[src/rtl/csa_accumulator.sv]
// ---------------------------------------------------------------------------
// csa_accumulator
//
// Multi-operand accumulator that keeps its running total in redundant
// carry-save form (sum vector S plus carry vector C). Each accepted operand
// costs one 3:2 compression step, so the per-beat path is a single full-adder
// level regardless of width. When the last operand of a group has been
// absorbed, S and C are resolved once by a carry-propagate add and the W-bit
// result is offered on the output port.
//
// Parameters
//   N      operand width
//   G      guard bits; result width W = N + G; beat counter width G
//   SIGNED 1 = operands sign-extended to W, 0 = zero-extended
//
// Ports
//   clk        rising-edge clock
//   rst        synchronous active-high reset
//   in_valid   operand beat valid
//   in_ready   block can accept a beat (registered)
//   in_data    operand, N bits
//   in_last    marks the final operand of the current group
//   out_valid  resolved result available (registered)
//   out_ready  consumer accepts the result
//   out_sum    resolved group sum, modulo 2^W
//   out_count  beats in the group, saturating at 2^G-1
//   out_ovf    group had more than 2^G-1 beats; out_sum may have wrapped
//   dbg_state  current FSM state (ACCUM=0, RESOLVE=1, DONE=2)
//
// Handshake rule for both ports: a transfer happens on a rising clk edge
// where valid and ready are both high. While valid is high and ready is low
// the source holds its data stable. Neither valid nor ready is derived
// combinationally from the other side's signals (both are flops here).
// ---------------------------------------------------------------------------
module csa_accumulator #(
  parameter int N      = 32,
  parameter int G      = 8,
  parameter bit SIGNED = 1'b0,
  localparam int W     = N + G
) (
  input  logic         clk,
  input  logic         rst,
  input  logic         in_valid,
  output logic         in_ready,
  input  logic [N-1:0] in_data,
  input  logic         in_last,
  output logic         out_valid,
  input  logic         out_ready,
  output logic [W-1:0] out_sum,
  output logic [G-1:0] out_count,
  output logic         out_ovf,
  output logic [1:0]   dbg_state
);

  typedef enum logic [1:0] {
    ACCUM   = 2'd0,
    RESOLVE = 2'd1,
    DONE    = 2'd2
  } state_t;

  state_t       state;

  // Redundant accumulator. c_q always holds the carry vector already shifted
  // into its final bit positions, so S + C is the true running total.
  logic [W-1:0] s_q;
  logic [W-1:0] c_q;
  logic [G-1:0] count_q;
  logic         ovf_q;

  // ---------------------------------------------------------------------
  // Combinational datapath
  // ---------------------------------------------------------------------
  logic [W-1:0] x_ext;     // operand widened to W bits
  logic [W-1:0] s_nxt;     // 3:2 compressor sum output
  logic [W-1:0] c_nxt;     // 3:2 compressor carry output, pre-shifted
  logic [W-1:0] resolved;  // carry-propagate resolution of S + C
  logic         beat;      // operand transfer this cycle
  logic         out_fire;  // result transfer this cycle
  logic         count_max; // beat counter is saturated

  always_comb begin
    x_ext = SIGNED ? {{G{in_data[N-1]}}, in_data} : {{G{1'b0}}, in_data};
  end

  // One full-adder level per bit. The carry out of the top bit is dropped by
  // the W-bit shift, which is exactly the mod 2^W behaviour of the result.
  always_comb begin
    s_nxt = s_q ^ c_q ^ x_ext;
    c_nxt = ((s_q & c_q) | (s_q & x_ext) | (c_q & x_ext)) << 1;
  end

  always_comb begin
    resolved = s_q + c_q;
  end

  always_comb begin
    beat      = in_valid && in_ready;
    out_fire  = out_valid && out_ready;
    count_max = &count_q;
  end

  assign dbg_state = state;

  // ---------------------------------------------------------------------
  // Control FSM and all state registers
  // ---------------------------------------------------------------------
  always_ff @(posedge clk) begin
    if (rst) begin
      state     <= ACCUM;
      s_q       <= '0;
      c_q       <= '0;
      count_q   <= '0;
      ovf_q     <= 1'b0;
      in_ready  <= 1'b1;
      out_valid <= 1'b0;
      out_sum   <= '0;
      out_count <= '0;
      out_ovf   <= 1'b0;
    end else begin
      case (state)
        ACCUM: begin
          if (beat) begin
            s_q <= s_nxt;
            c_q <= c_nxt;
            // The counter stops at all-ones; a beat arriving while it is
            // already saturated is what flags the group as overflowed.
            if (count_max) begin
              ovf_q <= 1'b1;
            end else begin
              count_q <= count_q + {{(G-1){1'b0}}, 1'b1};
            end
            if (in_last) begin
              state    <= RESOLVE;
              in_ready <= 1'b0;
            end
          end
        end

        RESOLVE: begin
          // The only carry-propagate add in the block happens here, once per
          // group. count_q/ovf_q are stable because no beat can be taken.
          out_sum   <= resolved;
          out_count <= count_q;
          out_ovf   <= ovf_q;
          state     <= DONE;
        end

        DONE: begin
          // out_valid rises one cycle after entering DONE, so the result
          // registers have a full cycle to settle before being advertised.
          if (!out_valid) begin
            out_valid <= 1'b1;
          end else if (out_fire) begin
            // Clearing here makes the next group start from zero without
            // touching the result registers the consumer just sampled.
            s_q       <= '0;
            c_q       <= '0;
            count_q   <= '0;
            ovf_q     <= 1'b0;
            out_valid <= 1'b0;
            in_ready  <= 1'b1;
            state     <= ACCUM;
          end
        end

        default: begin
          state    <= ACCUM;
          in_ready <= 1'b1;
        end
      endcase
    end
  end

endmodule

[config.mk]
export PLATFORM = sky130hd
export DESIGN_NAME = csa_accumulator
export DESIGN_NICKNAME = d
export VERILOG_FILES = /design/src/rtl/csa_accumulator.sv
export SDC_FILE = /design/constraint.sdc
export NUM_CORES = 1
export LEC_CHECK = 0
export CORE_ASPECT_RATIO = 1.1
export CORE_MARGIN = 8
export CORE_UTILIZATION = 30
export DETAILED_ROUTE_END_ITERATION = 8
export PLACE_DENSITY = 0.54
export SKIP_LAST_GASP = 1
export SYNTH_ARGS = -nofsm -noshare
export SYNTH_HDL_FRONTEND = slang
export SYNTH_SLANG_ARGS = --single-unit
[constraint.sdc]
create_clock -name clk -period 3.5 [get_ports clk]
set_input_delay 0.35 -clock clk [delete_from_list [all_inputs] [get_ports clk]]
set_output_delay 0.35 -clock clk [all_outputs]
set_load 0.05 [all_outputs]
**After elaboration in Yosys (flattened, before gate mapping)**

Index checks and enable logic that the tools add are counted.

- $add $sub $neg: 2
- Equality and inequality tests: 8
- Mux-type cells: 28
- Bitwise operators: 8
- Reduce and logical (&&, ||, !) cells: 10

Operator list:

| cell | count |
|---|---|
| $mux 40 | 4 |
| $pmux 40 s2 | 2 |
| $and 39x32->39 | 2 |
| $or 39x39->39 | 2 |
| $add 40x40->40 | 1 |
| $xor 40x32->40 | 1 |
| $xor 40x40->40 | 1 |
| $and 39x39->39 | 1 |
| $mux 8 | 4 |
| $pmux 8 s2 | 1 |
| $reduce_and 5->1 | 3 |
| $ne 2x2->1 const B | 6 |
| $mux 1 | 10 |
| $add 8x1->8 const B | 1 |
| $mux 2 | 4 |
| $reduce_and 4->1 | 2 |
| $reduce_and 8->1 | 1 |
| $pmux 2 s3 | 1 |
| $pmux 1 s3 | 1 |
| $eq 2x1->1 const B | 1 |
| $eq 2x2->1 const B | 1 |
| $logic_and 1x1->1 | 2 |
| $logic_not 2->1 | 1 |
| $pmux 1 s2 | 1 |
| 2 further kinds | 2 |

- Register bits after elaboration: 142
- Input port bits: 37
- Word-level logic and storage cells: 66

**Depth between registers and ports, before layout**

Gate-level depths: netlist of the first run.

- Depth in word-level cells: 5
- Mapped depth: 10

**Worst setup path after synthesis of the first run**

Ideal clock, no wire load.

- Kind: flip-flop to flip-flop
- Start point: register s_q[1]
- End point: register out_sum[33]
- Arrival time: 2.525 ns
- Data required time: 3.381 ns
- Path slack: 0.856 ns
- Stages on the path, launching flop included: 11
- Buffers on the path: 0
- Clock period less this slack: 2.644 ns
- Cell sequence: dfxtp_1 ha_1 fa_1 a21o_1 a221o_1 a41o_4 a31oi_4 nor3_1 or3_4 a31oi_1 o21ai_1

- Cells in the longest elaborated chain, start to end: 1

Ends and longest elaborated chain:

| element | RTL line | source |
|---|---|---|
| start, declared | 65 | `logic [W-1:0] s_q;` |
| start signal, assigned | 123 | `s_q <= s_nxt;` |
| $add 40x40->40 | 93 | `resolved = s_q + c_q;` |
| end signal, assigned | 142 | `out_sum <= resolved;` |
| end, declared | 49 | `output logic [W-1:0] out_sum,` |

No other way between the ends.
A chain may end at the register's enable or synchronous reset.

**Final worst setup path of the first run**

Same ends and word-level chain as after synthesis.

==> run metrics, run 1 <==
crit path setup slack, layout=0.699 ns; fin cells=1310; uppermost layer routed=met4; initial antenna violation count=0; Met3 Routed Length=between 600 and 700 µm; final setup fails=0; register area share after synthesis=36.6%; Mapped Cells=902; WS Path Type=register to register; r2r worst-path depth=10; minimum clock period=between 2 and 3 ns; Die Wd=169 µm; CTS sink cnt=approximately 140; post-CTS sizing=0; Leakage Power=3.62 nW; synthesized area=0.00771 mm²; Final ANT Viol Nets=0; Arrival @ worst endpoint=between 3 and 4 ns; drt via density=4.98; DRT met1 WL=roughly 9.8 mm; clock buffer depth=2; EDFF count, synth=0; Slew Limit Fails=0; Die H=184 µm; CTS buffer count=17; Hold Crit Depth=2; I/O Pins=90; final WL=between 20 and 25 mm; Max FO, Critical Path=5; worst skew pair latency=0.42 ns; area growth from synthesis to layout=22.9%; Least-Margin Pin Slew=approximately 0.91 ns; core footprint=0.0253 mm²; CTS clk-pin slew, worst paths=0.06 ns; largest net degree at the start of global routing=80; final layout net count=1060; Initial Util=a little over 30%; yosys warns=0; FFs w/ async S/R, synth=0%; post-DR wirelength/cell=between 15 and 20 µm; Initial DRC Count=382; Layout Skew=0.00684 ns; Mean Syn Cell Area=roughly 8.5 µm²; Setup TNS=0 ns; ratio of cells with drive above 1 in the final layout=5.71%; post-synthesis net count=1011; row count=61; type of destination of the critical path=register; Netlist cell types=60; HP Class=input port to register; DR pass1 iterations=4; met2 WL=9.88 mm; final hold viol count=0; via count=6527; Post-CTS Setup Inserts=0; CTS root buf=clkbuf_16; GRT Overall Usage=between 10% and 20%; PD cells=458 mW/mm²; IO buf count=89; n_diodes=0; slew margin rel.=39.1%; global-route wire length before repair=34.1 mm; Worst EP required=3.81 ns; DRC violations left=0; Highest Clock Rate=0.357 GHz; cts hold-fix bufs=0; CTS tree=built; GRT Residual Overflow=0; ys flop type=dfxtp_1; Seq cells post-synth=141; die footprint=0.0311 mm²; pre-CTS setup slack=0.711 ns; vias in the first global route=~6400; run status=finished, final reports clean; fin crit share=80.0%; htree depth=4; GPL Wtd Cong=0.817; Post-DP HPWL=14.9 mm; # placed instances=about 1300; unrepaired setup endpoints after global routing=false; worst vdd ir=0.242 mV; MaxCap Viol Count=0; CP startpoint kind=register
synthesized netlist by cell type (all sizes together), types with 15 or more instances:
cell,number,share of area [%]
a21o,15,1.5
a21oi,71,4.7
a22oi,78,7.6
clkbuf,61,3.0
dfxtp,141,37
fa,32,8.3
ha,40,6.5
nand2,106,5.2
nand4,21,1.8
nor2,127,6.2
o21ai,43,2.8
xnor2,16,1.8
xor2,21,2.4
kinds of logic (layout without fill, tap and decap cells):
kind of cell    Yosys count  after routing  share of synthesized area [%]
buf+inv                  78            140                           3.88
xor+xnor                 37             37                           4.20
mux                       4              4                          0.519
simple gates            305            305                           17.1
flops                   141            141                           36.6
compound gates          265            265                           22.8
fa+ha+maj                72             72                           14.8
area by class of cell:
| class | instances | area, µm² |
|---|---|---|
| fillers | 2657 | 15800 |
| multi-input cells | 683 | 4600 |
| flip-flops and latches | 141 | 2820 |
| repair buffers | 98 | 956 |
| clock buffers | 18 | 439 |
| well taps | 346 | 433 |
| clock inverters | 14 | 190 |
| inverters | 10 | 37.5 |
where the power goes:
group | leakage (nW) | internal [mW] | total [mW] | switching (mW)
combinational | 2.17 | 0.238 | 0.638 | 0.400
clock | 0.306 | 1.21 | 1.95 | 0.741
sequential | 1.14 | 1.67 | 1.75 | 0.0724
total | 3.62 | 3.13 | 4.34 | 1.21
cell usage in the layout (no fill, tap or decap), types with 21 or more instances in the layout:
master           instances
dfxtp_1                141
nor2_1                 126
nand2_1                106
clkdlybuf4s50_1         88
a22oi_1                 78
a21oi_1                 70
ha_1                    40
fa_1                    32
o21ai_1                 27
xor2_1                  21
per-layer routing:
metal / GRT usage (%) / up-vias
met5: 0 / -
met4: 4.57 / 0
met3: 2.61 / 23
met2: 22.5 / 97
met1: 17.2 / 3109
li1: - / 3298
flip-flops by register name, indices dropped and copies added, names as in the netlist:
register	cells
c_q	39
out_valid	1
s_q	40
out_ovf	1
out_count	8
count_q	8
out_sum	40
dbg_state	2
in_ready	1
ovf_q	1
worst paths after layout:
kind,from,end,slack [ns]
max,s_q[1],out_sum[33],0.70
min,rst,s_q[38],0.34
max reg2reg,s_q[1],out_sum[33],0.70
min reg2reg,out_sum[25],out_sum[25],0.44
through the flow:
| stage | area [µm²] | utilization [%] | power [mW] | hold WS [ns] |
|---|---|---|---|---|
| after floorplan | 7710 | - | 2.22 | 0.432 |
| after global placement | 8840 | 35.0 | 2.42 | 0.440 |
| after detailed placement | 8840 | 35.0 | 2.42 | 0.440 |
| after CTS | 9470 | 37.5 | 4.39 | 0.344 |
| after global routing | 9470 | 37.5 | 4.54 | 0.349 |
| final | 9470 | 37.5 | 4.34 | 0.336 |
critical path: stages, from the launching register on:
cell,delay (ns)
dfxtp_1,0.34
ha_1,0.24
fa_1,0.41
a21o_1,0.19
a221o_1,0.34
a41o_4,0.34
a31oi_4,0.20
nor3_1,0.08
or3_4,0.34
a31oi_1,0.14
o21ai_1,0.08
Power figures use the tool's default switching activity.
==> inputs of run 2 (changes only) <==
--- a/config.mk
+++ b/config.mk
@@ -9,7 +9,7 @@
 export CORE_MARGIN = 8
 export CORE_UTILIZATION = 30
 export DETAILED_ROUTE_END_ITERATION = 8
-export PLACE_DENSITY = 0.54
+export PLACE_DENSITY = 0.56
 export SKIP_LAST_GASP = 1
 export SYNTH_ARGS = -nofsm -noshare
 export SYNTH_HDL_FRONTEND = slang
==> constraint.sdc (replaced) <==
create_clock -name clk -period 2.4 [get_ports clk]
set_input_delay 0.24 -clock clk [delete_from_list [all_inputs] [get_ports clk]]
set_output_delay 0.24 -clock clk [all_outputs]
set_load 0.05 [all_outputs]
==> run 2 against run 1 <==
The flow now finishes with violations (negative setup slack). Largest cell class unchanged. Clock skew about the same. Largest power group unchanged. Clock-buffer cell count is 1 lower. Die area unchanged. Cell area rose by 9.6%. Register-to-register slack got worse by 0.86 ns.
==> run metrics, run 2 (synthesized netlist as in run 1, its figures left out) <==
fin crit share=107%; post-DR wirelength/cell=15.5 µm; largest net degree at the start of global routing=80; Util after Layout=about two fifths; violated checks=negative setup slack; clock buffer depth=2; GRT Residual Overflow=0; row count=61; ratio of cells with drive above 1 in the final layout=approximately 18%; Die H=between 150 and 200 µm; Final ANT Viol Nets=0; r2r worst-path depth=10; worst skew pair latency=0.42 ns; final hold viol count=0; type of destination of the critical path=register; hold_sp=rst; CTS buffer count=17; IO buf count=just under 90; final WL=21.7 mm; Hold Crit Depth=2; # placed instances=1361; fin cells=1401; initial antenna violation count=0; CTS tree=built; MaxCap Viol Count=0; RR Endpoint=out_sum[33]; worst vdd ir=between 0.3 and 0.4 mV; Post-DP HPWL=15.8 mm; Leakage Power=4.10 nW; Min Hold Slack=about 0.27 ns; Worst EP required=2.70 ns; hold worst-path end=s_q[2]; core footprint=0.0253 mm²; Least-Margin Pin Slew=0.603 ns; DRC violations left=0; Highest Clock Rate=0.390 GHz; die footprint=0.0311 mm²; Arrival @ worst endpoint=between 2 and 3 ns; area growth from synthesis to layout=34.7%; CP max-delay cell=or3_4; GRT Overall Usage=14.0%; Slew Limit Fails=0; final setup fails=9; crit path setup slack, layout=-0.162 ns; HP Class=input port to register; commonest non-fill, non-tap cell in the layout=dfxtp_1; Initial DRC Count=~450; CTS root buf=clkbuf_16; Largest regs=out_sum: 40 flops, s_q: 40 flops, c_q: 39 flops; Max FO, Critical Path=5; minimum clock period=2.56 ns; CTS clk-pin slew, worst paths=0.06 ns; Reg-to-Reg Start=c_q[1]; Layout Skew=~0.0065 ns; GPL Wtd Cong=0.854; I/O Pins=90; CTS sink cnt=141; CP startpoint kind=register; run status=finished, violations left; drt via density=roughly 5; n_diodes=0; final layout net count=~1200; htree depth=4; PD cells=roughly 610 mW/mm²; DR pass1 iterations=5; slew margin rel.=~60%; WS Path Type=register to register; Initial Util=30.5%; global-route wire length before repair=about 36 mm; via count=between 6000 and 7000; Reg2Reg Setup Slack=-0.16 ns; Die Wd=~170 µm; unrepaired setup endpoints after global routing=true; vias in the first global route=just over 7000; commonest non-fill, non-tap cells in the layout=dfxtp_1 (135), nor2_1 (125), nand2_1 (100), buf_4 (98), clkdlybuf4s50_1 (88); crit-path max cell delay=0.36 ns; Cell Chain, Critical Path=ha_4 > fa_2 > a21o_1 > a221o_1 > a41o_4 > a31oi_4 > nor3_1 > or3_4 > a31oi_2 > o21ai_1
## run 2: changes by cell type in the layout (fill, tap and decap cells not counted), sizes merged
cell | previous run | this run
clkinv | 6 | 8
bufinv | 4 | 3
buf | 10 | 101
clkbuf | 18 | 17
## run 2: layer usage
| metal | vias up | GRT usage, % | part of all wire, % | wire length [µm] |
|---|---|---|---|---|
| met1 | 3354 | 17.6 | 46 | 9960 |
| met2 | 106 | 24.2 | 50 | 10800 |
| met3 | 17 | 2.55 | 3.2 | 694 |
| li1 | 3474 | - | - | - |
| met4 | 0 | 4.00 | 1.3 | 274 |
| met5 | - | 0 | 0 | 0 |
## run 2: power by group
part | leakage [nW] | switching, mW | internal [mW]
clock network | 0.293 | 1.07 | 1.63
logic | 2.66 | 0.643 | 0.476
registers | 1.15 | 0.0908 | 2.44
total | 4.10 | 1.80 | 4.55
## run 2: layout make-up
class	count	area, µm²
Fill cell	2541	14900
Multi-Input combinational cell	683	4820
Sequential cell	141	2830
Timing Repair Buffer	189	1670
Tap cell	346	433
Clock buffer	17	425
Clock inverter	15	170
Inverter	10	37.5
## run 2: critical path: cells and delay by family, from the launching register on
family                   cells  cell delay [ns]
AO/OA/AOI/OAI                6             1.18
adder cells (fa/ha/maj)      2             0.50
AND/OR/NAND/NOR              2             0.43
flip-flops                   1             0.33
## run 2: stage by stage
step	total power [mW]	instance area, µm²	setup TNS [ns]	worst slack, ns
after CTS	6.41	10200	-1.07	-0.180
final	6.35	10400	-0.833	-0.162
after floorplan	3.24	7730	-0.148	-0.0607
after global placement	3.67	9510	-0.677	-0.137
after detailed placement	3.69	9510	-1.18	-0.172
after global routing	6.66	10400	-1.77	-0.241
## run 2: how the worst max path moves through the flow
stage               startpoint     endpoint  slack [ns]  cells past startpoint
floorplan               c_q[1]  out_sum[33]       -0.06                     10
global placement        c_q[1]  out_sum[35]       -0.14                     10
detailed placement      c_q[1]  out_sum[33]       -0.17                     10
CTS                     c_q[1]  out_sum[33]       -0.18                     10
global route            s_q[1]  out_sum[33]       -0.24                     10
finish                  c_q[1]  out_sum[33]       -0.16                     10
## run 2: timing repair
item	4_1_cts	5_1_grt
endpoints found under the setup margin	13	24
buffers inserted	3	5
hold buffers	0	0
pin swaps	15	32
gates resized for setup	8	43
